[src/rtl/viterbi_pkg.sv]
// rtl/viterbi_pkg.sv - shared constants, state type and helpers for the Viterbi decode controller
package viterbi_pkg;

  localparam int WINDOW    = 8;
  localparam int PTR_W     = 3;
  localparam int FLUSH_LEN = 7;
  localparam int NORM_BIT  = 3;
  localparam int METRIC_W  = 4;
  localparam int PATH_W    = 8;
  localparam int FILL_W    = $clog2(WINDOW + 1);
  localparam int FLUSH_W   = $clog2(FLUSH_LEN);
  localparam int BITCNT_W  = 16;

  typedef enum logic [1:0] {
    IDLE   = 2'd0,
    FILL   = 2'd1,
    STEADY = 2'd2,
    FLUSH  = 2'd3
  } dec_state_t;

  function automatic logic [BITCNT_W-1:0] sat_inc(input logic [BITCNT_W-1:0] v);
    return (v == {BITCNT_W{1'b1}}) ? v : v + BITCNT_W'(1);
  endfunction

endpackage

[src/rtl/decode_ctrl_if.sv]
// rtl/decode_ctrl_if.sv - symbol handshake and ACS/selector control bundle of the decode controller
interface decode_ctrl_if;
  import viterbi_pkg::*;

  logic                sym_valid_in;
  logic                sym_ready_out;
  logic                frame_start;
  logic                frame_end;
  logic [METRIC_W-1:0] min_metric_in;
  logic                acs_en;
  logic                tail;
  logic                metric_norm;
  logic [PTR_W-1:0]    write_pointer;
  logic                sel_valid;
  logic [BITCNT_W-1:0] bit_count;
  logic                frame_err;
  logic                busy;

  modport slave (
    input  sym_valid_in, frame_start, frame_end, min_metric_in,
    output sym_ready_out, acs_en, tail, metric_norm, write_pointer,
           sel_valid, bit_count, frame_err, busy
  );

  modport master (
    output sym_valid_in, frame_start, frame_end, min_metric_in,
    input  sym_ready_out, acs_en, tail, metric_norm, write_pointer,
           sel_valid, bit_count, frame_err, busy
  );

endinterface

[src/rtl/decode_ctrl.sv]
// rtl/decode_ctrl.sv - frame FSM sequencing ACS steps, survivor slots, traceback valids and tail flush
module decode_ctrl
  import viterbi_pkg::*;
(
  input  logic         clk,
  input  logic         rst,
  decode_ctrl_if.slave bus
);

  localparam logic [FILL_W-1:0]   C_WINDOW    = FILL_W'(WINDOW);
  localparam logic [FLUSH_W-1:0]  C_FLUSH_END = FLUSH_W'(FLUSH_LEN - 1);
  localparam logic [METRIC_W-1:0] C_NORM_THR  = METRIC_W'(1 << NORM_BIT);

  dec_state_t          r_state;
  dec_state_t          w_state_nxt;
  logic [PTR_W-1:0]    r_wp;
  logic [FILL_W-1:0]   r_fill;
  logic [FLUSH_W-1:0]  r_flush;
  logic                r_sel;
  logic                r_norm;
  logic                r_err;
  logic [BITCNT_W-1:0] r_bits;

  logic                w_ready;
  logic                w_accept;
  logic                w_acs;
  logic                w_start;
  logic                w_err;
  logic                w_flush_done;
  logic                w_sel_step;
  logic                w_norm_req;
  logic [FILL_W-1:0]   w_fill_inc;

  // fill count saturates at the window so it doubles as the "traceback ready" flag
  assign w_fill_inc   = (r_fill == C_WINDOW) ? r_fill : r_fill + FILL_W'(1);
  assign w_sel_step   = w_acs && (w_fill_inc == C_WINDOW);
  assign w_norm_req   = (bus.min_metric_in >= C_NORM_THR);
  assign w_flush_done = (r_state == FLUSH) && (r_flush == C_FLUSH_END);

  always_comb begin
    w_state_nxt = r_state;
    w_acs       = 1'b0;
    w_start     = 1'b0;
    w_err       = 1'b0;
    w_ready     = (r_state != FLUSH);
    w_accept    = w_ready && bus.sym_valid_in && !rst;
    case (r_state)
      IDLE: begin
        if (w_accept) begin
          if (bus.frame_start) begin
            w_acs       = 1'b1;
            w_start     = 1'b1;
            w_state_nxt = bus.frame_end ? FLUSH : FILL;
          end else begin
            w_err = 1'b1;
          end
        end
      end
      FILL: begin
        if (w_accept) begin
          w_acs = 1'b1;
          w_err = bus.frame_start;
          if (bus.frame_end) begin
            w_state_nxt = FLUSH;
          end else if (w_fill_inc == C_WINDOW) begin
            w_state_nxt = STEADY;
          end
        end
      end
      STEADY: begin
        if (w_accept) begin
          w_acs = 1'b1;
          w_err = bus.frame_start;
          if (bus.frame_end) begin
            w_state_nxt = FLUSH;
          end
        end
      end
      FLUSH: begin
        w_acs = 1'b1;
        if (w_flush_done) begin
          w_state_nxt = IDLE;
        end
      end
      default: w_state_nxt = IDLE;
    endcase
  end

  always_ff @(posedge clk or posedge rst) begin
    if (rst) begin
      r_state <= IDLE;
      r_err   <= 1'b0;
      r_sel   <= 1'b0;
    end else begin
      r_state <= w_state_nxt;
      r_err   <= w_err;
      r_sel   <= w_sel_step;
    end
  end

  // pointer and fill restart at zero when a frame drains, so an idle controller always points at slot 0
  always_ff @(posedge clk or posedge rst) begin
    if (rst) begin
      r_wp   <= '0;
      r_fill <= '0;
    end else if (w_start) begin
      r_wp   <= PTR_W'(1);
      r_fill <= FILL_W'(1);
    end else if (w_flush_done) begin
      r_wp   <= '0;
      r_fill <= '0;
    end else if (w_acs) begin
      r_wp   <= r_wp + PTR_W'(1);
      r_fill <= w_fill_inc;
    end
  end

  always_ff @(posedge clk or posedge rst) begin
    if (rst) begin
      r_flush <= '0;
    end else if (r_state == FLUSH) begin
      r_flush <= w_flush_done ? '0 : r_flush + FLUSH_W'(1);
    end else begin
      r_flush <= '0;
    end
  end

  // a pending normalisation is held across idle gaps until the next step consumes it
  always_ff @(posedge clk or posedge rst) begin
    if (rst) begin
      r_norm <= 1'b0;
    end else if (w_start) begin
      r_norm <= w_norm_req;
    end else if (w_flush_done) begin
      r_norm <= 1'b0;
    end else if (w_acs) begin
      r_norm <= w_norm_req && !r_norm;
    end else if (r_state == IDLE) begin
      r_norm <= 1'b0;
    end
  end

  always_ff @(posedge clk or posedge rst) begin
    if (rst) begin
      r_bits <= '0;
    end else if (w_start) begin
      r_bits <= '0;
    end else if (w_sel_step) begin
      r_bits <= sat_inc(r_bits);
    end
  end

  assign bus.sym_ready_out = w_ready;
  assign bus.acs_en        = w_acs;
  assign bus.tail          = (r_state == FLUSH);
  assign bus.metric_norm   = r_norm;
  assign bus.write_pointer = r_wp;
  assign bus.sel_valid     = r_sel;
  assign bus.bit_count     = r_bits;
  assign bus.frame_err     = r_err;
  assign bus.busy          = (r_state != IDLE);

endmodule
[src/flat_wrapper.sv]
// flat-port wrapper written by rule: the top's interface ports become plain ports
module decode_ctrl_flat import viterbi_pkg::*;
  (clk, rst, bus_sym_valid_in, bus_frame_start, bus_frame_end, bus_min_metric_in, bus_sym_ready_out, bus_acs_en, bus_tail, bus_metric_norm, bus_write_pointer, bus_sel_valid, bus_bit_count, bus_frame_err, bus_busy);
  decode_ctrl_if bus_i ();
  input  logic clk;
  input  logic rst;
  input wire logic [$bits(bus_i.sym_valid_in)-1:0] bus_sym_valid_in;
  input wire logic [$bits(bus_i.frame_start)-1:0] bus_frame_start;
  input wire logic [$bits(bus_i.frame_end)-1:0] bus_frame_end;
  input wire logic [$bits(bus_i.min_metric_in)-1:0] bus_min_metric_in;
  output wire logic [$bits(bus_i.sym_ready_out)-1:0] bus_sym_ready_out;
  output wire logic [$bits(bus_i.acs_en)-1:0] bus_acs_en;
  output wire logic [$bits(bus_i.tail)-1:0] bus_tail;
  output wire logic [$bits(bus_i.metric_norm)-1:0] bus_metric_norm;
  output wire logic [$bits(bus_i.write_pointer)-1:0] bus_write_pointer;
  output wire logic [$bits(bus_i.sel_valid)-1:0] bus_sel_valid;
  output wire logic [$bits(bus_i.bit_count)-1:0] bus_bit_count;
  output wire logic [$bits(bus_i.frame_err)-1:0] bus_frame_err;
  output wire logic [$bits(bus_i.busy)-1:0] bus_busy;
  assign bus_i.sym_valid_in = bus_sym_valid_in;
  assign bus_i.frame_start = bus_frame_start;
  assign bus_i.frame_end = bus_frame_end;
  assign bus_i.min_metric_in = bus_min_metric_in;
  assign bus_sym_ready_out = bus_i.sym_ready_out;
  assign bus_acs_en = bus_i.acs_en;
  assign bus_tail = bus_i.tail;
  assign bus_metric_norm = bus_i.metric_norm;
  assign bus_write_pointer = bus_i.write_pointer;
  assign bus_sel_valid = bus_i.sel_valid;
  assign bus_bit_count = bus_i.bit_count;
  assign bus_frame_err = bus_i.frame_err;
  assign bus_busy = bus_i.busy;
  decode_ctrl u_core (.clk(clk), .rst(rst), .bus(bus_i));
endmodule
[config.mk]
export PLATFORM = sky130hd
export DESIGN_NAME = decode_ctrl_flat
export DESIGN_NICKNAME = d
export VERILOG_FILES = /design/src/rtl/viterbi_pkg.sv /design/src/rtl/decode_ctrl_if.sv /design/src/rtl/decode_ctrl.sv /design/src/flat_wrapper.sv
export SDC_FILE = /design/constraint.sdc
export NUM_CORES = 1
export LEC_CHECK = 0
export CORE_ASPECT_RATIO = 0.9
export CORE_MARGIN = 1
export CORE_UTILIZATION = 52
export DETAILED_ROUTE_END_ITERATION = 7
export PLACE_DENSITY = 0.8
export SLEW_MARGIN = 30
export SYNTH_ARGS = -nofsm -noshare
export SYNTH_HDL_FRONTEND = slang
export SYNTH_SLANG_ARGS = --single-unit
[constraint.sdc]
create_clock -name clk -period 3.55 [get_ports clk]
set_input_delay 0.5325 -clock clk [delete_from_list [all_inputs] [get_ports clk]]
set_output_delay 0.5325 -clock clk [all_outputs]
set_load 0.03 [all_outputs]
==> flow_metrics.py, run 1 <==
metrics = {
    "drt": {
        "drtIter0Drc": 115,
        "vias": 1672,
        "drc": 0,
        "drt-total-wl_microns": 4240,
        "drtPass1Iterations": 4,
        "via_per_inst": 5.83,
        "wl_per_cell_microns": 14.8,
        "drtAntennaViolNets": 0,
    },
    "floorplan": {
        "num_rows": 20,
        "ioPinCount": 35,
        "start_util_pct": 54.8,
        "die_h_microns": 58.8,
        "die-area_sq_um": 3830,
        "die_w_microns": 65.1,
        "core_area_sq_um": 3400,
    },
    "finish": {
        "fin_util_pct": 68.2,
        "fillCellCount": 286,
        "diodes": 0,
        "finalNonFillerCells": 287,
        "drive_gt1_share_pct": 6.17,
        "stdcell_area_sq_um": 2320,
        "finalNetCount": 261,
        "area_delta_synth_final_pct": 24.6,
        "multi_input_area_sq_um": 1010,
        "seq_area_sq_um": 776,
    },
    "worst_setup_path": {
        "worst-path-buf-inv": 3,
        "crit_top_cell": "inv_1",
        "startpoint_type": "flip-flop",
        "endpoint_kind": "primary output",
        "path_max_fanout": 11,
        "critical_path.cell_chain": "inv_1 -> ha_1 -> or4bb_1 -> o211a_1 -> inv_1 -> clkdlybuf4s50_1",
        "crit_family": "buffers and inverters",
        "worstSetupPathType": "reg -> out",
        "crit_path_top_delay_cell": "clkdlybuf4s50_1",
        "max_stage_delay_ps": 670,
        "cp.arrival_ps": 2750,
        "required_ps": 3020,
    },
    "synth": {
        "avgSynthCellArea_sq_um": 9.01,
        "synth_edf_count": 0,
        "ys_types": 45,
        "synth-seq-cells": 31,
        "synthCells": 207,
        "synth-seq-area-share_pct": 41.6,
        "yosysWarnings": 0,
        "syn_area_sq_um": 1860,
        "synthFlopType": "dfrtp_1",
        "synthArstFlopShare_pct": 100,
        "synth_nets": 226,
        "synth_top_cell_by_area": "dfrtp_1",
        "synth_top_cell_area_share_pct": 41.6,
        "synthTopCellsByArea": "dfrtp_1, ha_1, a21oi_1",
    },
    "cts": {
        "hold_buffers": 0,
        "cts_resized": 0,
        "tritoncts": "done",
        "cts_max_level": 2,
        "cts_buffer_depth": 2,
        "cts_made_buffers": 5,
        "worstSkewPairLatency_ps": 290,
        "clk_pin_slew_ps": 70,
        "cts_setup_buffers": 0,
        "cts_root_buf": "clkbuf_8",
        "clock_sinks": 31,
    },
    "timing": {
        "rsz0062_at_grt": "false",
        "setup_viol": 0,
        "max_freq_mhz": 305,
        "period_share_pct": 92.4,
        "hold_viol": 0,
        "fin_skew_ps": 11.2,
        "tightest_slew_ps": 661,
        "hold_ws_ps": 470,
        "min_period_ps": 3280,
        "slew_headroom_pct": 55.8,
        "setup_tns_ps": 0,
        "slew_viol_final": 0,
    },
    "global_route": {
        "grt_max_degree": 22,
        "antenna_found_initial": 0,
        "grt_pass1_vias": 1574,
        "grt_pass1_wl_microns": 7180,
        "grt-ovfl-total": 0,
        "grt_usage_pct": 25.1,
    },
    "place": {
        "dp.cells": 279,
        "dp_hpwl_microns": 3060,
        "routabilityCongestion": 0.810,
        "place_area_sq_um": 2220,
        "port_buffers": 31,
    },
    "min_path": {
        "hold_path_class": "reg -> reg",
    },
    "run_status": {
        "outcome": "finished, final reports clean",
    },
    "power_and_ir_drop": {
        "power_density_nw_per_um2": 835,
        "p_leak_nw": 0.967,
        "ir_drop_v": 0.000540,
    },
    "run": {
        "max_cap_violations": 0,
    },
}
-- final timing paths --
kind                            slack, ps              start  cells past startpoint                       end
min in group asynchronous             620                rst                      2   u_core.bus.bit_count[0]
worst min register to register        470  u_core.r_flush[0]                      1         u_core.r_flush[0]
worst min-delay path                  470  u_core.r_flush[0]                      1         u_core.r_flush[0]
worst max register to register        560  u_core.r_state[0]                      8  u_core.bus.bit_count[10]
worst max-delay path                  270  u_core.r_state[0]                      6                bus_acs_en
max in group asynchronous            2300                rst                      3   u_core.bus.bit_count[3]
-- flip-flops by register name, summed over array words and instances (netlist names) --
| signal | cells |
|---|---|
| u_core.r_fill | 4 |
| u_core.bus.write_pointer | 3 |
| u_core.r_flush | 3 |
| u_core.bus.metric_norm | 1 |
| u_core.bus.bit_count | 16 |
| u_core.bus.sel_valid | 1 |
| u_core.bus.frame_err | 1 |
| u_core.r_state | 2 |
-- area by class of cell --
class	instances	share of cell area, %
Multi-Input combinational cell	156	43.3
Inverter	14	2.26
Clock buffer	8	4.31
Tap cell	44	2.37
Sequential cell	31	33.4
Timing Repair Buffer	34	14.3
-- per-stage QoR --
stage | power, W | setup slack (ps)
global route | 0.00209 | 152
floorplan | 0.00129 | 900
CTS | 0.00195 | 281
finish | 0.00194 | 268
detailed placement | 0.00164 | 522
global placement | 0.00161 | 538
-- cells in the final DEF, fill, tap and decap left out, drive strengths merged, types with 2 or more instances in the layout --
cell            n
a211o           2
a21boi          2
a21oi          17
a311oi          2
a31oi           4
and2            3
and3            2
buf             3
clkbuf          8
clkdlybuf4s50  31
dfrtp          31
ha             10
inv            14
mux2i           4
nand2          17
nand3          10
nand4           5
nor2           16
nor3            3
nor3b           2
o21a            2
o21ai          13
o31ai           8
or3             6
or4             7
xnor2           3
-- cell usage after synthesis (2+ instances only) --
| library cell | number |
|---|---|
| nor3b_1 | 2 |
| o21ai_0 | 13 |
| o31ai_1 | 8 |
| clkbuf_1 | 5 |
| inv_1 | 14 |
| a21boi_0 | 2 |
| o21a_1 | 2 |
| a21oi_1 | 17 |
| and3_1 | 2 |
| nand2_1 | 17 |
| dfrtp_1 | 31 |
| or4_1 | 6 |
| a311oi_1 | 2 |
| ha_1 | 10 |
| nand3_1 | 10 |
| a31oi_1 | 4 |
| and2_1 | 2 |
| mux2i_1 | 4 |
| nor2_1 | 16 |
| a211o_1 | 2 |
| nand4_1 | 5 |
| or3_1 | 6 |
| xnor2_1 | 3 |
| nor3_1 | 3 |
-- kinds of logic after synthesis --
logic type	share of synthesized area [%]
AOI/OAI and AO/OA	19.4
xor gates and xnor gates	1.88
adders and majority gates	6.71
buffers and inverters	4.43
DFF	41.6
muxes	2.75
and+or+nand+nor	23.2
-- power by group --
group	switching, W	internal [W]	leakage, nW	total, W
clock network	0.000127	0.000177	0.0515	0.000303
registers	0.000134	0.000475	0.395	0.000609
logic	0.000595	0.000433	0.521	0.00103
total	0.000856	0.00108	0.967	0.00194
-- worst reg2reg max path, delay by kind of cell, from the launching register on --
kind	cells	cell delay [ps]
AOI/OAI and AO/OA	2	350
adders and majority gates	1	340
buffers and inverters	2	210
DFF	1	450
and+or+nand+nor	3	1550
-- metal layers --
metal / vias to the layer above / share of wire (%) / track usage, % / wire (microns)
li1: 831 / - / - / -
met1: 801 / 49 / 33.7 / 2070
met2: 34 / 46 / 39.9 / 1960
met3: 6 / 3.7 / 6.40 / 155
met4: 0 / 1.3 / 8.07 / 54
met5: - / 0 / 0 / 0
Note: power is estimated with default switching activity, not from simulation.
==> run 2: changes to the inputs <==
--- a/config.mk
+++ b/config.mk
@@ -7,9 +7,9 @@
 export LEC_CHECK = 0
 export CORE_ASPECT_RATIO = 0.9
 export CORE_MARGIN = 1
-export CORE_UTILIZATION = 52
+export CORE_UTILIZATION = 47
 export DETAILED_ROUTE_END_ITERATION = 7
-export PLACE_DENSITY = 0.8
+export PLACE_DENSITY = 0.76
 export SLEW_MARGIN = 30
 export SYNTH_ARGS = -nofsm -noshare
 export SYNTH_HDL_FRONTEND = slang
==> constraint.sdc (replaced) <==
create_clock -name clk -period 2.9 [get_ports clk]
set_input_delay 0.435 -clock clk [delete_from_list [all_inputs] [get_ports clk]]
set_output_delay 0.435 -clock clk [all_outputs]
set_load 0.03 [all_outputs]
==> run 2 against run 1 <==
  * First-iteration DRC count up 47%
  * Register-to-register slack worse by 360 ps
  * Worst setup slack worse by 67 ps
  * Final area up 0.22%
  * Combinational power is 22% higher
  * Power up 20%
  * Sequential power grew 23%
  * Sequential cell count unchanged
  * Clock skew decreased by 7.0 ps
==> flow_metrics.py, run 2 (synthesis results as in run 1) <==
metrics = {
    "drt": {
        "wl_met3_microns": 218,
        "drtAntennaViolNets": 0,
        "drtPass1Iterations": 4,
        "vias": 1660,
        "m1WireLength_microns": 2160,
        "via_per_inst": 5.68,
        "wl_per_cell_microns": 14.5,
        "drt-total-wl_microns": 4250,
        "drc": 0,
        "drtIter0Drc": 169,
        "top_layer": "met4",
        "route.met2.wl_microns": 1830,
    },
    "timing": {
        "setup_viol": 0,
        "slew_viol_final": 0,
        "period_share_pct": 93.0,
        "rsz0062_at_grt": "false",
        "fin_skew_ps": 4.25,
        "setup_tns_ps": 0,
        "tightest_slew_ps": 696,
        "max_freq_mhz": 371,
        "min_period_ps": 2700,
        "slew_headroom_pct": 53.1,
        "hold_viol": 0,
    },
    "cts": {
        "cts_max_level": 2,
        "cts_setup_buffers": 0,
        "cts_resized": 1,
        "clock_sinks": 31,
        "worstSkewPairLatency_ps": 280,
        "cts_buffer_depth": 2,
        "cts_root_buf": "clkbuf_8",
        "clk_pin_slew_ps": 60,
        "tritoncts": "done",
        "hold_buffers": 0,
        "cts_made_buffers": 5,
    },
    "finish": {
        "final_common_cell": "dfrtp_1",
        "diodes": 0,
        "multi_input_area_sq_um": 1010,
        "seq_area_sq_um": 776,
        "final_cell_mix": "dfrtp_1, clkdlybuf4s50_1, nand2_1, a21oi_1, nor2_1",
        "stdcell_area_sq_um": 2330,
        "finalNetCount": 264,
        "area_delta_synth_final_pct": 24.8,
        "drive_gt1_share_pct": 6.91,
        "fillCellCount": 335,
        "largest_register_ff_count": 16,
    },
    "global_route": {
        "grt_pass1_wl_microns": 6690,
        "grt_usage_pct": 22.1,
        "grt-ovfl-total": 0,
        "grt_pass1_vias": 1392,
        "antenna_found_initial": 0,
        "grt_max_degree": 21,
    },
    "worst_setup_path": {
        "startpoint_type": "flip-flop",
        "endpoint_kind": "flip-flop",
        "worstSetupPathType": "reg -> reg",
        "cp.arrival_ps": 2910,
        "path_max_fanout": 12,
        "required_ps": 3110,
    },
    "run_status": {
        "outcome": "finished, final reports clean",
    },
    "power_and_ir_drop": {
        "swShare_pct": 45.1,
        "p_int_w": 0.00128,
        "clkPwrFrac_pct": 13.8,
        "ir_drop_v": 0.000430,
        "seqPwrFrac_pct": 32.2,
        "power_density_nw_per_um2": 1000,
        "comb_power_share_pct": 54.0,
        "switchingPower_w": 0.00105,
        "p_leak_nw": 0.975,
    },
    "run": {
        "max_cap_violations": 0,
    },
    "floorplan": {
        "die_w_microns": 68.4,
        "core_area_sq_um": 3760,
        "start_util_pct": 49.6,
        "die_h_microns": 61.8,
        "ioPinCount": 35,
        "num_rows": 21,
        "die-area_sq_um": 4220,
    },
    "place": {
        "place_area_sq_um": 2250,
        "dp_hpwl_microns": 3060,
        "routabilityCongestion": 0.851,
        "port_buffers": 31,
    },
    "min_path": {
        "hold_path_class": "reg -> reg",
    },
}
## run 2: critical path: stages, from the launching register on
cell and delay [ps]:
dfrtp_1 440, inv_1 110, ha_1 320, or4bb_1 450
o211a_1 180, or4_4 570, or4_1 420, a21oi_1 150
## run 2: layout make-up
| cell class | instances | area share, % |
|---|---|---|
| sequential | 31 | 33.3 |
| clock buffer | 7 | 3.28 |
| inverter | 14 | 2.26 |
| multi-input combinational | 156 | 43.2 |
| timing repair buffer | 37 | 15.2 |
| clock inverter | 1 | 0.215 |
| tap | 46 | 2.47 |
## run 2: per-stage QoR
step | hold WS [ps] | total power [W] | std cells | utilization (%) | worst slack [ps]
after floorplan | 429 | 0.00158 | 207 | - | 250
after global placement | 449 | 0.00199 | 284 | 59.8 | 88.5
after detailed placement | 457 | 0.00202 | 284 | 59.8 | 62.4
after CTS | 465 | 0.00233 | 292 | 61.9 | 208
after global routing | 502 | 0.00251 | 292 | 61.9 | 77.9
final | 463 | 0.00233 | 292 | 61.9 | 202
## run 2: power groups by stage
stage	clock network [W]	registers, W	logic, W
finish	0.000322	0.000751	0.00126
global route	0.000354	0.000771	0.00139
CTS	0.000328	0.000747	0.00126
detailed placement	0	0.000753	0.00126
global placement	0	0.000745	0.00124
floorplan	0	0.000891	0.000693
## run 2: layer usage
metal  GRT usage [%]  vias up
met5               0        -
met3            7.30        5
met2            31.2       43
met4            5.95        0
li1                -      836
met1            32.2      776
## run 2: path summary, 6_finish.rpt
| path | cells past startpoint | slack (ps) | to | from |
|---|---|---|---|---|
| setup reg to reg | 7 | 200 | u_core.bus.bit_count[5] | u_core.r_state[0] |
| hold reg to reg | 1 | 460 | u_core.r_flush[0] | u_core.r_flush[0] |
| max in group asynchronous | 3 | 1670 | u_core.bus.sel_valid | rst |
| min in group asynchronous | 2 | 560 | u_core.r_state[1] | rst |
| hold / removal | 1 | 460 | u_core.r_flush[0] | u_core.r_flush[0] |
| setup / recovery | 7 | 200 | u_core.bus.bit_count[5] | u_core.r_state[0] |
==> run 3: changes to the inputs <==
--- a/config.mk
+++ b/config.mk
@@ -8,9 +8,10 @@
 export CORE_ASPECT_RATIO = 0.9
 export CORE_MARGIN = 1
 export CORE_UTILIZATION = 47
+export CTS_CLUSTER_DIAMETER = 60
 export DETAILED_ROUTE_END_ITERATION = 7
+export HOLD_SLACK_MARGIN = 0.08
 export PLACE_DENSITY = 0.76
-export SLEW_MARGIN = 30
 export SYNTH_ARGS = -nofsm -noshare
 export SYNTH_HDL_FRONTEND = slang
 export SYNTH_SLANG_ARGS = --single-unit
==> results of run 3 <==
No change in the layout: final DEF, timing and power equal those of run 2.
